==> config.mk <==
export PLATFORM = sky130hd
export DESIGN_NAME = mult_div_seq
export DESIGN_NICKNAME = d
export VERILOG_FILES = /design/src/rtl/mult_div_seq.sv
export SDC_FILE = /design/constraint.sdc
export NUM_CORES = 1
export LEC_CHECK = 0
export BUFFER_PORTS_ARGS = -buffer_cell sky130_fd_sc_hd__clkbuf_2
export CAP_MARGIN = 20
export CORE_UTILIZATION = 57
export CTS_CLUSTER_SIZE = 12
export DETAILED_ROUTE_END_ITERATION = 10
export PLACE_DENSITY = 0.74
export RECOVER_POWER = 25
export SYNTH_ARGS = -nofsm -noshare
export SYNTH_HDL_FRONTEND = slang
export SYNTH_SLANG_ARGS = --single-unit
==> constraint.sdc <==
create_clock -name clk -period 4.2 [get_ports clk]
set_input_delay 0.63 -clock clk [delete_from_list [all_inputs] [get_ports clk]]
set_output_delay 0.63 -clock clk [all_outputs]
set_load 0.02 [all_outputs]
==> src/rtl/mult_div_seq.sv <==
// Iterative multiply/divide unit for the HI/LO path: Booth signed multiply,
// shift-add unsigned multiply, and restoring divide on magnitudes. The unit
// takes WIDTH iterations plus one finish cycle per operation.
module mult_div_seq #(
    parameter int unsigned WIDTH = 32
) (
    input  logic             clk,
    input  logic             rst,
    input  logic             start,
    input  logic [1:0]       op,
    input  logic [WIDTH-1:0] a,
    input  logic [WIDTH-1:0] b,
    input  logic             abort,
    output logic             busy,
    output logic             done,
    output logic             div_zero,
    output logic [WIDTH-1:0] hi,
    output logic [WIDTH-1:0] lo
);

    localparam int unsigned CW = $clog2(WIDTH + 1);

    typedef enum logic [1:0] {IDLE, RUN, FINISH} state_t;

    state_t           state, state_next;
    logic             load, step, finish;
    logic [CW-1:0]    count;
    logic [WIDTH:0]   acc;
    logic [WIDTH-1:0] shreg, mcand, a_lat;
    logic             qbit, is_div, is_unsigned, neg_q, neg_r, b_zero;
    logic             a_neg, b_neg;
    logic [WIDTH:0]   mx, dx, sum, sh, acc_step;
    logic [WIDTH-1:0] shreg_step, hi_res, lo_res;
    logic             qbit_step, ge;

    // State register
    always_ff @(posedge clk) begin
        if (rst) state <= IDLE;
        else     state <= state_next;
    end

    // Next-state logic
    always_comb begin
        state_next = state;
        case (state)
            IDLE:    if (start) state_next = RUN;
            RUN:     if (abort) state_next = IDLE;
                     else if (count == CW'(1)) state_next = FINISH;
            FINISH:  state_next = IDLE;
            default: state_next = IDLE;
        endcase
    end

    // Control strobes decoded from the current state
    always_comb begin
        load   = 1'b0;
        step   = 1'b0;
        finish = 1'b0;
        case (state)
            IDLE:    load   = start;
            RUN:     step   = !abort;
            FINISH:  finish = !abort;
            default: ;
        endcase
    end

    // Operand sign handling for signed divide
    always_comb begin
        a_neg = (op == 2'b10) && a[WIDTH-1];
        b_neg = (op == 2'b10) && b[WIDTH-1];
    end

    // One iteration of the selected algorithm
    always_comb begin
        mx         = is_unsigned ? {1'b0, mcand} : {mcand[WIDTH-1], mcand};
        dx         = {1'b0, mcand};
        sh         = {acc[WIDTH-1:0], shreg[WIDTH-1]};
        ge         = (sh >= dx);
        sum        = acc;
        acc_step   = acc;
        shreg_step = shreg;
        qbit_step  = qbit;
        if (is_div) begin
            acc_step   = ge ? (sh - dx) : sh;
            shreg_step = {shreg[WIDTH-2:0], ge};
        end else if (is_unsigned) begin
            if (shreg[0]) sum = acc + mx;
            acc_step   = {1'b0, sum[WIDTH:1]};
            shreg_step = {sum[0], shreg[WIDTH-1:1]};
        end else begin
            case ({shreg[0], qbit})
                2'b01:   sum = acc + mx;
                2'b10:   sum = acc - mx;
                default: sum = acc;
            endcase
            acc_step   = {sum[WIDTH], sum[WIDTH:1]};
            shreg_step = {sum[0], shreg[WIDTH-1:1]};
            qbit_step  = shreg[0];
        end
    end

    // Final result selection including divide sign fix-up
    always_comb begin
        hi_res = acc[WIDTH-1:0];
        lo_res = shreg;
        if (is_div) begin
            if (b_zero) begin
                hi_res = a_lat;
                lo_res = '1;
            end else begin
                hi_res = neg_r ? (~acc[WIDTH-1:0] + WIDTH'(1)) : acc[WIDTH-1:0];
                lo_res = neg_q ? (~shreg + WIDTH'(1)) : shreg;
            end
        end
    end

    // Handshake outputs
    always_ff @(posedge clk) begin
        if (rst) begin
            busy <= 1'b0;
            done <= 1'b0;
        end else begin
            busy <= (state_next != IDLE);
            done <= finish;
        end
    end

    // Iteration datapath
    always_ff @(posedge clk) begin
        if (rst) begin
            count       <= '0;
            acc         <= '0;
            shreg       <= '0;
            mcand       <= '0;
            a_lat       <= '0;
            qbit        <= 1'b0;
            is_div      <= 1'b0;
            is_unsigned <= 1'b0;
            neg_q       <= 1'b0;
            neg_r       <= 1'b0;
            b_zero      <= 1'b0;
        end else if (load) begin
            count       <= CW'(WIDTH);
            acc         <= '0;
            qbit        <= 1'b0;
            a_lat       <= a;
            is_div      <= op[1];
            is_unsigned <= op[0];
            neg_q       <= a_neg ^ b_neg;
            neg_r       <= a_neg;
            b_zero      <= (b == '0);
            if (op[1]) begin
                shreg <= a_neg ? (~a + WIDTH'(1)) : a;
                mcand <= b_neg ? (~b + WIDTH'(1)) : b;
            end else begin
                shreg <= b;
                mcand <= a;
            end
        end else if (step) begin
            count <= count - CW'(1);
            acc   <= acc_step;
            shreg <= shreg_step;
            qbit  <= qbit_step;
        end
    end

    // Result registers: written only on finish or reset
    always_ff @(posedge clk) begin
        if (rst) begin
            hi       <= '0;
            lo       <= '0;
            div_zero <= 1'b0;
        end else if (load) begin
            div_zero <= 1'b0;
        end else if (finish) begin
            hi       <= hi_res;
            lo       <= lo_res;
            div_zero <= is_div && b_zero;
        end
    end

endmodule

==> results.yml <==
synth:
  netlist_area_um2: 18700
  synth-edff-count: 0
  async_reset_ff_frac: 0
  syn_inst: 2613
  synth_top_family_by_area: "compound AO/OA/AOI/OAI gates"
  synth_top_area_frac: 0.2248
  synth-simple-area-share: 0.2084
  synthFlopType: "dfxtp_1"
  synth_top_cells_by_count: "289 x a21oi_1, 285 x nand2_1, 281 x nor2_1"
  synth_compound_gate_area_share: 0.3218
  synth_area_leaders: "dfxtp_1 22%, a21oi_1 7.7%, ha_1 7.0%, nand2_1 5.7%, nor2_1 5.6%"
  yosys.area_share.adder: 0.07280
  syn_nets: 2790
  muxShareOfSynthArea: 0.03941
  synth_cell_types: 98
  ys_seq_area_frac: 0.2248
  synth_xor_area_frac: 0.07073
  syn-mean-instance-area_um2: 7.156
  synth_top_cell_by_area: "dfxtp_1"
  synth_seq_cells: 210
  synth_most_common_cell: "a21oi_1"
  yosys_warnings: 0
floorplanning:
  start_util: 0.5865
  rows: 65
  die_x_um: 183.1
  core_um2: 31880
  io_pins: 137
  die_h_um: 183.1
  die-area_um2: 33530
critical_path:
  cp.required_ps: 4630
  crit_path_max_incr_delay_ps: 600
  crit_path_end_kind: "flip-flop"
  cp_common_cell: "o21a_1"
  slowest_stage: "dfxtp_1"
  arrival_ps: 4570
  worstPathCellList: "ha_1, and3_1, a21boi_0, o21a_1, o21a_1, o21bai_1, nand2_1, mux2_2, a2111oi_0, nor2_1"
  crit_type: "flip-flop to flip-flop"
  start_kind: "flip-flop"
  crit_family: "compound AO/OA/AOI/OAI gates"
  critical_path_buf_inv_count: 0
  worst-path-max-fanout: 11
clocking:
  post_cts_buffers: 0
  hold_buffers: 0
  cts_resized: 0
  cts_tree: "done"
  cts-buffers-inserted: 26
  cts_root_buffer: "clkbuf_16"
  clkSinkCount: 210
  cts.htree.levels: 1
  clkLatencyLatePin_ps: 570
  clockBufferDepth: 3
  clk_pin_slew_ps: 60
run:
  drv_cap: 1
timing:
  setup_viol: 0
  relSlewSlack: -0.02143
  tightest_slew_ps: 1532
  rsz0062_at_grt: "false"
  hold_violations: 0
  timing.setup.tns_ps: 0
  max_freq_mhz: 241.7
  period_minus_slack_ps: 4138
  hold_ws_ps: 332.6
  layout_setup_ws_ps: 61.89
  final_max_slew_viol_count: 74
  min_period_over_period: 0.9853
  fin_skew_ps: 12.57
place:
  dp_slack_ps: 461.9
  dp_cells: 3073
  gp_congestion: 1.118
  io_buffer_count: 136
  placed_area_um2: 19850
  dp_hpwl_um: 54650
routing:
  first_pass_iters: 6
  via_per_inst: 6.748
  drc_errors: 0
  drt_wl_total_um: 74220
  ant_nets: 0
  routedWlPerCell_um: 23.80
  initialDrtViolationCount: 2754
  vias: 21040
power:
  seqPwrFrac: 0.329
  vdd_drop_max_mv: 0.2794
  swShare: 0.3648
  total_power_mw: 6.736
  leakagePower_nw: 7.994
  pwr-share-clk: 0.358
  p_int_mw: 4.279
  p_switching_mw: 2.457
  p_comb_frac: 0.313
  powerDensity_nw_per_um2: 325.9
grt:
  antenna_found_initial: 1
  grt_pass1_wl_um: 112300
  grt_pass1_vias: 19590
  track_usage: 0.4318
  grt-ovfl-total: 0
  grt_max_degree: 99
run_status:
  outcome: "complete, but fails checks"
  violations: "capacitance limit, slew limit"
final_layout:
  drive_gt1_frac: 0.1059
  area_delta_synth_final_pct: 10.51
  post-route-util: 0.6482
  final_cells: 3118
  nets: 2843
  antennaDiodeCount: 0
  design_area_um2: 20660
hold_path:
  hp-class: "input pin to flip-flop"
-- state kept, by name, indices dropped and copies added (netlist names), 2 cells and up --
register,cells
a_lat,32
acc,33
count,6
hi,32
lo,32
mcand,32
shreg,32
state,2
-- per-layer routing --
metal,GRT usage,vias up,wire [um]
met5,0,-,15
met4,0.2247,2,4108
met3,0.1003,280,9164
met2,0.6748,1385,31910
met1,0.5534,9774,29020
li1,-,9600,-
-- worst min-delay path: stages --
cell	delay [ps]
clkbuf_2	110
nand2_1	60
a21oi_1	50
-- power by group through the flow --
stage | Sequential [mW] | Combinational, mW | Clock, mW
5_1_grt | 2.22 | 2.24 | 2.50
4_1_cts | 2.21 | 2.02 | 2.42
3_3_place_gp | 2.25 | 1.98 | 0
3_5_place_dp | 2.25 | 2.01 | 0
2_1_floorplan | 2.18 | 1.40 | 0
6_report | 2.22 | 2.11 | 2.41
-- final timing paths --
| path | slack, ps | end | cells past startpoint | startpoint |
|---|---|---|---|---|
| worst max-delay path | 60 | acc[11] | 10 | acc[4] |
| worst min register to register | 460 | hi[25] | 2 | hi[25] |
| worst max register to register | 60 | acc[11] | 10 | acc[4] |
| worst min-delay path | 330 | a_lat[5] | 3 | a[5] |
-- logic make-up (layout without fill, tap and decap cells) --
family | Yosys count | in the layout
compound gates | 916 | 916
simple gates | 858 | 858
buf+inv | 301 | 371
flops | 210 | 210
xor+xnor | 151 | 151
fa+ha+maj | 107 | 107
mux | 70 | 70
-- placed cells by master (no fill, tap or decap), types with 30 or more instances in the layout --
master / count
nor3_1: 66
a21oi_1: 289
mux2i_1: 41
buf_4: 93
nor2_1: 279
clkbuf_1: 69
inv_1: 97
nand2_1: 284
o31ai_1: 30
xnor2_1: 85
xor2_1: 66
a211oi_1: 77
ha_1: 104
nand3_1: 50
o21ai_0: 150
clkbuf_2: 70
dfxtp_1: 209
o211ai_1: 90
-- cell type report --
class / count / area (um2)
Clock buffer: 34 / 720.7
Clock inverter: 11 / 175.2
Fill cell: 2944 / 11220
Inverter: 98 / 367.9
Multi-Input combinational cell: 2102 / 13360
Sequential cell: 210 / 4208
Tap cell: 435 / 544.3
Timing Repair Buffer: 228 / 1292
No activity file was read; power rests on OpenSTA's default activity.
